===== src/rtl/memwb_stage_skid.sv =====
// MEM/WB pipeline stage with valid/ready handshake and a two-entry skid buffer.
//
// Carries writeback control (wb, load), the ALU result, memory read data and the
// destination register from the memory stage to register-file writeback.
// Also provides the writeback data mux, the effective write enable and
// forwarding-hit flags for two source operands.
//
// Ports:
//   clk, rst_n          clock, asynchronous active-low reset
//   flush               synchronous clear of every buffered entry
//   in_valid/in_ready   upstream handshake; in_ready depends only on registered state
//   in_wb, in_load,
//   in_result, in_resm,
//   in_rd               incoming payload
//   out_valid/out_ready downstream handshake; the head entry is consumed on a pop
//   out_*               head-entry payload; all zero while the head is invalid
//   wb_data, wb_en      writeback data mux and effective register-file write enable
//   fwd_rs, fwd_rt      source registers from the hazard unit
//   fwd_rs_hit/_rt_hit  head entry writes the corresponding source register
//   occupancy           number of entries held (0..2)
module memwb_stage_skid #(
  parameter int unsigned DATA_W   = 16,
  parameter int unsigned RA_W     = 3,
  parameter bit          ZERO_REG = 1'b1
) (
  input  logic              clk,
  input  logic              rst_n,
  input  logic              flush,
  input  logic              in_valid,
  output logic              in_ready,
  input  logic              in_wb,
  input  logic              in_load,
  input  logic [DATA_W-1:0] in_result,
  input  logic [DATA_W-1:0] in_resm,
  input  logic [RA_W-1:0]   in_rd,
  output logic              out_valid,
  input  logic              out_ready,
  output logic              out_wb,
  output logic              out_load,
  output logic [DATA_W-1:0] out_result,
  output logic [DATA_W-1:0] out_resm,
  output logic [RA_W-1:0]   out_rd,
  output logic [DATA_W-1:0] wb_data,
  output logic              wb_en,
  input  logic [RA_W-1:0]   fwd_rs,
  input  logic [RA_W-1:0]   fwd_rt,
  output logic              fwd_rs_hit,
  output logic              fwd_rt_hit,
  output logic [1:0]        occupancy
);

  typedef struct packed {
    logic              wb;
    logic              load;
    logic [DATA_W-1:0] result;
    logic [DATA_W-1:0] resm;
    logic [RA_W-1:0]   rd;
  } entry_t;

  typedef enum logic [1:0] {StEmpty, StOne, StTwo} state_e;

  state_e state_q, state_d;
  entry_t head_q, head_d;
  entry_t skid_q, skid_d;
  entry_t in_entry;

  logic accept;
  logic pop;
  logic rd_is_zero;

  assign in_entry = '{wb: in_wb, load: in_load, result: in_result, resm: in_resm, rd: in_rd};

  // Both handshakes are derived from registered state only.
  assign in_ready  = (state_q != StTwo);
  assign out_valid = (state_q != StEmpty);
  assign accept    = in_valid & in_ready;
  assign pop       = out_valid & out_ready;

  always_comb begin
    state_d = state_q;
    head_d  = head_q;
    skid_d  = skid_q;
    if (flush) begin
      // Flush wins over a same-cycle accept; a same-cycle pop is simply consumed.
      state_d = StEmpty;
      head_d  = '0;
      skid_d  = '0;
    end else begin
      unique case (state_q)
        StEmpty: begin
          if (accept) begin
            head_d  = in_entry;
            state_d = StOne;
          end
        end
        StOne: begin
          if (accept && pop) begin
            head_d = in_entry;
          end else if (accept) begin
            skid_d  = in_entry;
            state_d = StTwo;
          end else if (pop) begin
            // Keep an invalid head's payload at zero.
            head_d  = '0;
            state_d = StEmpty;
          end
        end
        StTwo: begin
          if (pop) begin
            head_d  = skid_q;
            skid_d  = '0;
            state_d = StOne;
          end
        end
        default: begin
          state_d = StEmpty;
          head_d  = '0;
          skid_d  = '0;
        end
      endcase
    end
  end

  always_ff @(posedge clk or negedge rst_n) begin
    if (!rst_n) begin
      state_q <= StEmpty;
      head_q  <= '0;
      skid_q  <= '0;
    end else begin
      state_q <= state_d;
      head_q  <= head_d;
      skid_q  <= skid_d;
    end
  end

  assign out_wb     = head_q.wb;
  assign out_load   = head_q.load;
  assign out_result = head_q.result;
  assign out_resm   = head_q.resm;
  assign out_rd     = head_q.rd;

  assign wb_data    = head_q.load ? head_q.resm : head_q.result;
  assign rd_is_zero = (head_q.rd == '0);
  assign wb_en      = out_valid & head_q.wb & ~(ZERO_REG & rd_is_zero);

  // Only the head is visible to forwarding; the skid entry is not yet ahead of it.
  assign fwd_rs_hit = wb_en & (head_q.rd == fwd_rs);
  assign fwd_rt_hit = wb_en & (head_q.rd == fwd_rt);

  always_comb begin
    occupancy = 2'd0;
    unique case (state_q)
      StEmpty: occupancy = 2'd0;
      StOne:   occupancy = 2'd1;
      StTwo:   occupancy = 2'd2;
      default: occupancy = 2'd0;
    endcase
  end

endmodule

===== config.mk =====
export PLATFORM = sky130hd
export DESIGN_NAME = memwb_stage_skid
export DESIGN_NICKNAME = d
export VERILOG_FILES = /design/src/rtl/memwb_stage_skid.sv
export SDC_FILE = /design/constraint.sdc
export NUM_CORES = 1
export LEC_CHECK = 0
export CAP_MARGIN = 15
export CORE_MARGIN = 1
export CORE_UTILIZATION = 35
export DETAILED_ROUTE_END_ITERATION = 6
export GPL_TIMING_DRIVEN = 0
export SLEW_MARGIN = 20
export SYNTH_ARGS = -nofsm -noshare
export SYNTH_HDL_FRONTEND = slang
export SYNTH_SLANG_ARGS = --single-unit

===== constraint.sdc =====
create_clock -name clk -period 2.19 [get_ports clk]
set_clock_uncertainty 0.15 [all_clocks]
set_input_delay 0.3285 -clock clk [delete_from_list [all_inputs] [get_ports clk]]
set_output_delay 0.3285 -clock clk [all_outputs]
set_load 0.1 [all_outputs]

**Word level (Yosys, flattened, before mapping)**

Cells that the tools add are included.
W data, S select, Z words.

- Bits in writable memories: 0
- Output and inout bits: 60
- Memory bits (read-only): 0
- Word-level logic and storage cells: 57
- Latch bits: 0
- Register bits: 76
- Memories kept: 0
- Input port bits: 48

- $mul: 0
- Muxes and demuxes: 19
- Bitwise logic cells: 7
- Shift operators: 0
- $add $sub $neg: 0
- Order comparisons: 0
- Reductions and logical operators: 7
- Div/mod/pow operators: 0
- Equal/unequal tests: 13

Operator list:

| cell | count |
|---|---|
| $mux W37 | 8 |
| $pmux W37 S3 | 2 |
| $mux W16 | 1 |
| $mux W2 | 6 |
| $ne A3 B3 Y1 const B | 4 |
| $ne A4 B4 Y1 const B | 3 |
| $reduce_and A4 Y1 | 3 |
| $and A1 B1 Y1 | 6 |
| $eq A3 B3 Y1 | 2 |
| $pmux W2 S3 | 1 |
| $ne A2 B2 Y1 const B | 2 |
| $pmux W2 S2 | 1 |
| $logic_not A3 Y1 | 1 |
| $eq A2 B1 Y1 const B | 1 |
| $eq A2 B2 Y1 const B | 1 |
| $logic_not A2 Y1 | 1 |
| $reduce_bool A2 Y1 | 1 |
| $logic_and A1 B1 Y1 | 1 |
| $not A1 Y1 | 1 |

**Longest topological paths before layout**

Gate-level depths: netlist of the first run.

- Depth in word-level cells: 7
- Gate-level depth with buffers: 7
- Gate-level depth less buffers: 4

**Worst setup path after synthesis of the first run**

OpenSTA, ideal clock, no wires.

- Path kind: reg-to-output
- From: register head_q, in the netlist out_rd[0]
- To: output port fwd_rs_hit
- Path buffers: 0
- Stages on the path, launching flop included: 3
- Arrival: 4.315 ns
- Path slack: -2.604 ns
- Data required time: 1.712 ns
- Cell sequence: dfrtp_1 -> o311ai_0 -> nor4_1

- Cells in the longest elaborated chain, start to end: 4
- Elaborated cells on any way between the ends: 5
- Classes of those cells: 1 x eq/ne; 3 x bitwise; 1 x reduce/logical

RTL lines:

| item | line | text |
|---|---|---|
| from (decl) | 63 | `entry_t head_q, head_d;` |
| from (signal assigned) | 127 | `head_q <= '0;` |
| from (signal assigned) | 131 | `head_q <= head_d;` |
| $logic_not A3 Y1 | 143 | `assign rd_is_zero = (head_q.rd == '0);` |
| $not A1 Y1 | 144 | `assign wb_en = out_valid & head_q.wb & ~(ZERO_REG & rd_is_zero);` |
| $and A1 B1 Y1 | 144 |  |
| $and A1 B1 Y1 (*) | 147 | `assign fwd_rs_hit = wb_en & (head_q.rd == fwd_rs);` |
| to (decl) | 47 | `output logic fwd_rs_hit,` |

Every way passes the cells marked *; elsewhere a longest branch is shown, timed or not.

**Worst setup path after layout of the first run**

- From: register head_q, in the netlist out_rd[2]
- To: output port out_rd[2]

RTL lines:

| item | line | text |
|---|---|---|
| to (decl) | 42 | `output logic [RA_W-1:0] out_rd,` |

No word-level cell between the ends.

==> results of run 1 <==
## routing by layer
metal / wire (µm) / share of wire, %
met1: 5331 / 46
met2: 5482 / 47
met3: 614 / 5.3
met4: 143 / 1.2
met5: 0 / 0
## state kept, by name (all words and copies together), names as in the netlist
signal      count
out_rd          3
out_load        1
out_result     16
state_q         2
out_resm       16
out_wb          1
skid_q         37
## synthesized netlist by cell type (5+ instances only)
cell type	n
dfrtp_1	76
mux2i_1	75
inv_1	39
a22o_1	38
nand2_1	38
o2bb2ai_1	37
mux2_2	16
buf_2	11
buf_4	8
buf_6	7
xor2_1	6
nor2_1	5
## area by class of cell
| type | count | share of cell area, % |
|---|---|---|
| timing repair buffer | 108 | 17.36 |
| tap | 143 | 3.076 |
| sequential | 76 | 32.93 |
| buffer | 29 | 3.936 |
| inverter | 39 | 2.581 |
| multi-input combinational | 232 | 35.15 |
| clock buffer | 14 | 4.367 |
| clock inverter | 2 | 0.6023 |
## logic make-up (layout without fill, tap and decap cells)
family,Yosys count,after routing,synth area share [%]
buffers and inverters,69,192,8.460
AOI/OAI and AO/OA,80,80,16.65
and+or+nand+nor,55,55,6.196
xor gates and xnor gates,6,6,1.251
muxes,91,91,22.16
DFF,76,76,45.28
## power groups by stage
| stage | combinational [mW] | sequential, mW | clock (mW) |
|---|---|---|---|
| after floorplan | 0.677 | 2.00 | 0 |
| after global placement | 1.50 | 1.61 | 0 |
| after detailed placement | 1.51 | 1.61 | 0 |
| after CTS | 1.46 | 1.59 | 1.50 |
| after global routing | 1.53 | 1.60 | 1.57 |
| final | 1.46 | 1.59 | 1.47 |
## stage by stage
step / cells / total power [mW]
3_3_place_gp: 626 / 3.109
4_1_cts: 643 / 4.548
3_5_place_dp: 627 / 3.124
5_1_grt: 643 / 4.705
2_1_floorplan: 377 / 2.677
6_report: 643 / 4.515
## final timing paths
path	from	end	slack, ns	cells past startpoint
setup / recovery	out_rd[2]	out_rd[2]	0.04	1
hold / removal	flush	state_q[0]	0.18	2
setup reg to reg	state_q[0]	out_resm[6]	0.31	5
hold reg to reg	skid_q[11]	skid_q[11]	0.37	2
max in group asynchronous	rst_n	out_load	0.90	3
min in group asynchronous	rst_n	out_resm[11]	0.38	2
## timing repair
action	CTS	global route
hold buffers	1	0
pin swaps	0	0
endpoints found under the setup margin	60	11
resized for setup	171	12
endpoints found under the hold margin	41	0
==> results.toml, run 1 <==
[cells_and_area]
fin_nets = 543
final_common_cell = "mux2i_1"
multi_input_area_um2 = 2044
drive_above_1_share_pct = 19.60
layout_common_cells = "mux2i_1, dfrtp_1, clkdlybuf4s50_1"
n_antenna_cell = 0
post-route-util_pct = 50.30
postLayoutCellArea_um2 = 5817
fillers = 1057
area_growth_pct = 38.49
register_area_um2 = 1916

[synth]
yosys_warnings = 0
ys_seq_area_share_pct = 45.28
synth_fp_nets = 425
yosys-top-cells-area = "dfrtp_1, mux2i_1, a22o_1"
synth_flop_cell = "dfrtp_1"
syn_area_per_cell_um2 = 11.14
ys_ff_latch = 76
synth_top_area_share_pct = 45.28
synthArstFlopShare_pct = 100.0
synth_edf_count = 0
synth_top_area_cell = "dfrtp_1"
postSynthCellCount = 377
ys_types = 28
synth.cell_area_um2 = 4200

[clock_tree]
cts-root-buf = "clkbuf_16"
cts.clk_slew.worst_paths_ns = 0.06
clkSinkCount = 76
cts_tree = "built"
cts_setup_buffers = 0
numCtsBuffers = 9
clk_path_buf_depth = 2
clk_latency_ns = 0.33
htreeDepth = 3

[pwr]
seqPwrFrac_pct = 35.1
clkPwrFrac_pct = 32.5
switchingPower_mw = 1.684
power_density_nw_per_um2 = 776.2
pwr-share-comb_pct = 32.4
p_int_mw = 2.830
switching_share_pct = 37.31
p_leak_nw = 2.651
ir_worst_vdd_mv = 0.3915

[place]
globalplace.congestion = 0.7427
port_buffers = 106
pre_cts_slack_ns = -1.015
dpl_cell_area_um2 = 5584
dp_hpwl_um = 8300

[setup_path]
crit_family = "buffers and inverters"
cp_num_buf_inv = 1
crit_slowest_cell = "clkdlybuf4s15_1"
cp.arrival_ns = 1.67
crit_path_start_kind = "flip-flop"
max_stage_delay_ns = 0.84
path_max_fanout = 5
crit_required_ns = 1.71
end_kind = "output port"
crit_type = "reg2out"
path_cells = "clkdlybuf4s15_1"

[global_routing]
grt_antenna_before_repair = 0
grt-ovfl-total = 0
grt_max_degree = 43
track_usage_pct = 19.58
grt_busiest_layer = "met2"
grt_pass1_vias = 3463
grt_pass1_wl_um = 18760
grtUsageMet2_pct = 32.00
use_met3_pct = 3.811
grt_use_met1_pct = 25.79

[sta]
max_freq_mhz = 465.8
tightest_slew_ns = 0.9871
worst_hold_slack_ns = 0.1799
fin_setup_tns_ns = 0
rsz0062_at_grt = "no"
final_max_slew_viol_count = 0
final.period_utilization_pct = 98.04
setup-violations-final = 0
min_period_ns = 2.147
hold_violations = 0
final.setup.worst_slack_ns = 0.04299
slew_headroom_pct = 34.45

[floorplanning]
dieArea_um2 = 12440
die_y_um = 111.6
initial_core_util_pct = 36.32
rows = 39
core_um2 = 11560
dieWidth_um = 111.6
pin_count = 108

[status]
status = "finished with violations"
violations = "design-rule violations"

[routing]
ant_nets = 0
drc = 10
viasPerCell = 5.068
via_count = 3259
drt-pass1-iter-count = 6
wl_per_cell_um = 18.00
wirelength_um = 11570
first_iter_violations = 171

[flow_run]
drv_cap = 0

[worst_hold_path]
hold_path_class = "in2reg"
Note: power is estimated with default switching activity, not from simulation.
==> run 2: changes to the inputs <==
--- a/config.mk
+++ b/config.mk
@@ -8,8 +8,10 @@
 export CAP_MARGIN = 15
 export CORE_MARGIN = 1
 export CORE_UTILIZATION = 35
+export CTS_BUF_LIST = sky130_fd_sc_hd__clkbuf_4
 export DETAILED_ROUTE_END_ITERATION = 6
 export GPL_TIMING_DRIVEN = 0
+export RECOVER_POWER = 100
 export SLEW_MARGIN = 20
 export SYNTH_ARGS = -nofsm -noshare
 export SYNTH_HDL_FRONTEND = slang
==> run 2 against run 1 <==
  * Sequential cell count did not move
  * Count of clock-buffer cells in the layout is 1 lower
  * Maximum frequency down 3.7%
  * Worst hold slack worse by 0.10 ns
  * The run ends with design-rule violations, negative setup slack left
  * Total power down 11%
  * First-iteration DRC count rose by 16%
  * Via count is 2.5% higher
  * Combinational power up 6%
  * Global-route usage up 0.17 points
  * Critical path type unchanged
  * Sequential power about the same
==> results.toml, run 2 (synthesized netlist as in run 1, its figures left out) <==
[status]
status = "finished with violations"
violations = "design-rule violations, negative setup slack"

[clock_tree]
clk_latency_ns = 0.42
cts_tree = "built"
cts.clk_slew.worst_paths_ns = 0.12
numCtsBuffers = 9
clkSinkCount = 76
cts-root-buf = "clkbuf_4"
clk_path_buf_depth = 2
htreeDepth = 3

[floorplanning]
dieWidth_um = 111.6
pin_count = 108
dieArea_um2 = 12440
rows = 39
initial_core_util_pct = 36.32
die_y_um = 111.6
core_um2 = 11560

[routing]
wl_per_cell_um = 18.30
viasPerCell = 5.123
ant_nets = 0
via_count = 3340
drc = 10
drt-pass1-iter-count = 7
route.met3.wl_um = 611
first_iter_violations = 199
wl_met1_um = 5501
top_layer = "met4"
wirelength_um = 11930
met2_length_um = 5696

[sta]
final.period_utilization_pct = 101.8
min_period_ns = 2.229
final_max_slew_viol_count = 0
setup-violations-final = 10
max_freq_mhz = 448.5
rsz0062_at_grt = "yes"
tightest_slew_ns = 1.083
final.setup.worst_slack_ns = -0.03946
slew_headroom_pct = 27.78
fin_setup_tns_ns = -0.2499
worst_hold_slack_ns = 0.07738
hold_violations = 0

[place]
dpl.cell_count = 627
globalplace.congestion = 0.7427
dp_hpwl_um = 8300
port_buffers = 106
pre_cts_slack_ns = -1.015

[cells_and_area]
area_growth_pct = 39.11
largest_reg_flops = 37
final_common_cell = "mux2i_1"
layout_common_cells = "mux2i_1, dfrtp_1, clkdlybuf4s50_1, nand2_1, a22o_1"
drive_above_1_share_pct = 26.97
fin_nets = 551
largest-register = "skid_q"
fillers = 1074
layoutNonFillerInstCount = 652
post-route-util_pct = 50.52

[global_routing]
grt_pass1_wl_um = 18890
grt-ovfl-total = 0
grt_antenna_before_repair = 1
grt_max_degree = 43
grt_pass1_vias = 3476
track_usage_pct = 19.74

[flow_run]
drv_cap = 0

[setup_path]
crit_required_ns = 1.71
r2r_cells = 7
cp.arrival_ns = 1.75
cp.depth = 4
crit_path_start_kind = "flip-flop"
path_common_cell = "clkbuf_16"
max_stage_delay_ns = 0.50
crit_slowest_cell = "dfrtp_4"
cp_num_buf_inv = 3
end_kind = "output port"
endpoint = "wb_data[10]"
crit_family = "buffers and inverters"
path_max_fanout = 6
worstReg2RegStart = "state_q[0]"
crit_type = "reg2out"
path_cells = "clkbuf_16 -> clkbuf_16 -> mux2_4 -> buf_12"
cp-startpoint = "out_load"
r2r-end = "skid_q[31]"
rrSetupSlack_ns = 0.15

[worst_hold_path]
hold_path_class = "in2reg"

[pwr]
p_leak_nw = 2.554
power_density_nw_per_um2 = 686.8
ir_worst_vdd_mv = 0.3649
==> run 2: cell types whose count changed in the layout (fill, tap and decap cells not counted), sizes merged <==
cell | previous run | this run
clkbuf | 16 | 43
clkdlybuf4s15 | 3 | 17
diode | 0 | 1
dlygate4sd2 | 35 | 1
clkinv | 1 | 2
==> run 2: what timing repair did <==
action,in CTS,in global routing
hold buffers,1,0
pin swaps,0,0
setup endpoints to repair,60,41
hold endpoints to repair,41,0
resized for setup,242,49
cloned,0,1
setup buffers,0,7
==> run 2: layer usage <==
layer / vias up / track usage (%)
met4: 0 / 5.676
li1: 1591 / -
met3: 9 / 4.355
met2: 93 / 32.54
met5: - / 0
met1: 1647 / 26.07
==> run 2: worst register-to-register path: cells and delay by family, from the launching register on <==
family	cells	cell delay, ns
flops	1	0.34
simple gates	3	0.47
mux	1	0.14
buf+inv	3	0.85
==> run 2: stage by stage <==
stage | power [mW] | area, µm²
after detailed placement | 3.124 | 5584
after global placement | 3.109 | 5567
after CTS | 4.024 | 5818
after floorplan | 2.677 | 4327
after global routing | 4.193 | 5843
final | 4.013 | 5843
==> run 2: worst min-delay path by stage <==
stage,startpoint,endpoint,slack [ns],cells after the start
4_1_cts,flush,state_q[0],0.06,2
3_5_place_dp,rst_n,out_resm[11],0.21,1
6_report,flush,state_q[0],0.08,2
3_3_place_gp,skid_q[26],skid_q[26],0.36,2
2_1_floorplan,rst_n,out_rd[0],-0.12,0
5_1_grt,flush,state_q[1],0.07,2
==> run 2: area by class of cell <==
cell class | count | area, µm² | area share, %
sequential | 76 | 1916 | 32.78
clock buffer | 13 | 97.59 | 1.670
multi-input combinational | 232 | 2038 | 34.88
tap | 143 | 178.9 | 3.062
buffer | 29 | 250.2 | 4.283
timing repair buffer | 116 | 1171 | 20.04
inverter | 39 | 150.1 | 2.570
clock inverter | 3 | 38.79 | 0.6638
antenna | 1 | 2.502 | 0.04283
==> run 2: power by group <==
| group | switching (mW) | total (mW) | internal, mW |
|---|---|---|---|
| Combinational | 1.07 | 1.55 | 0.480 |
| Clock | 0.484 | 0.880 | 0.396 |
| Sequential | 0.0871 | 1.59 | 1.50 |
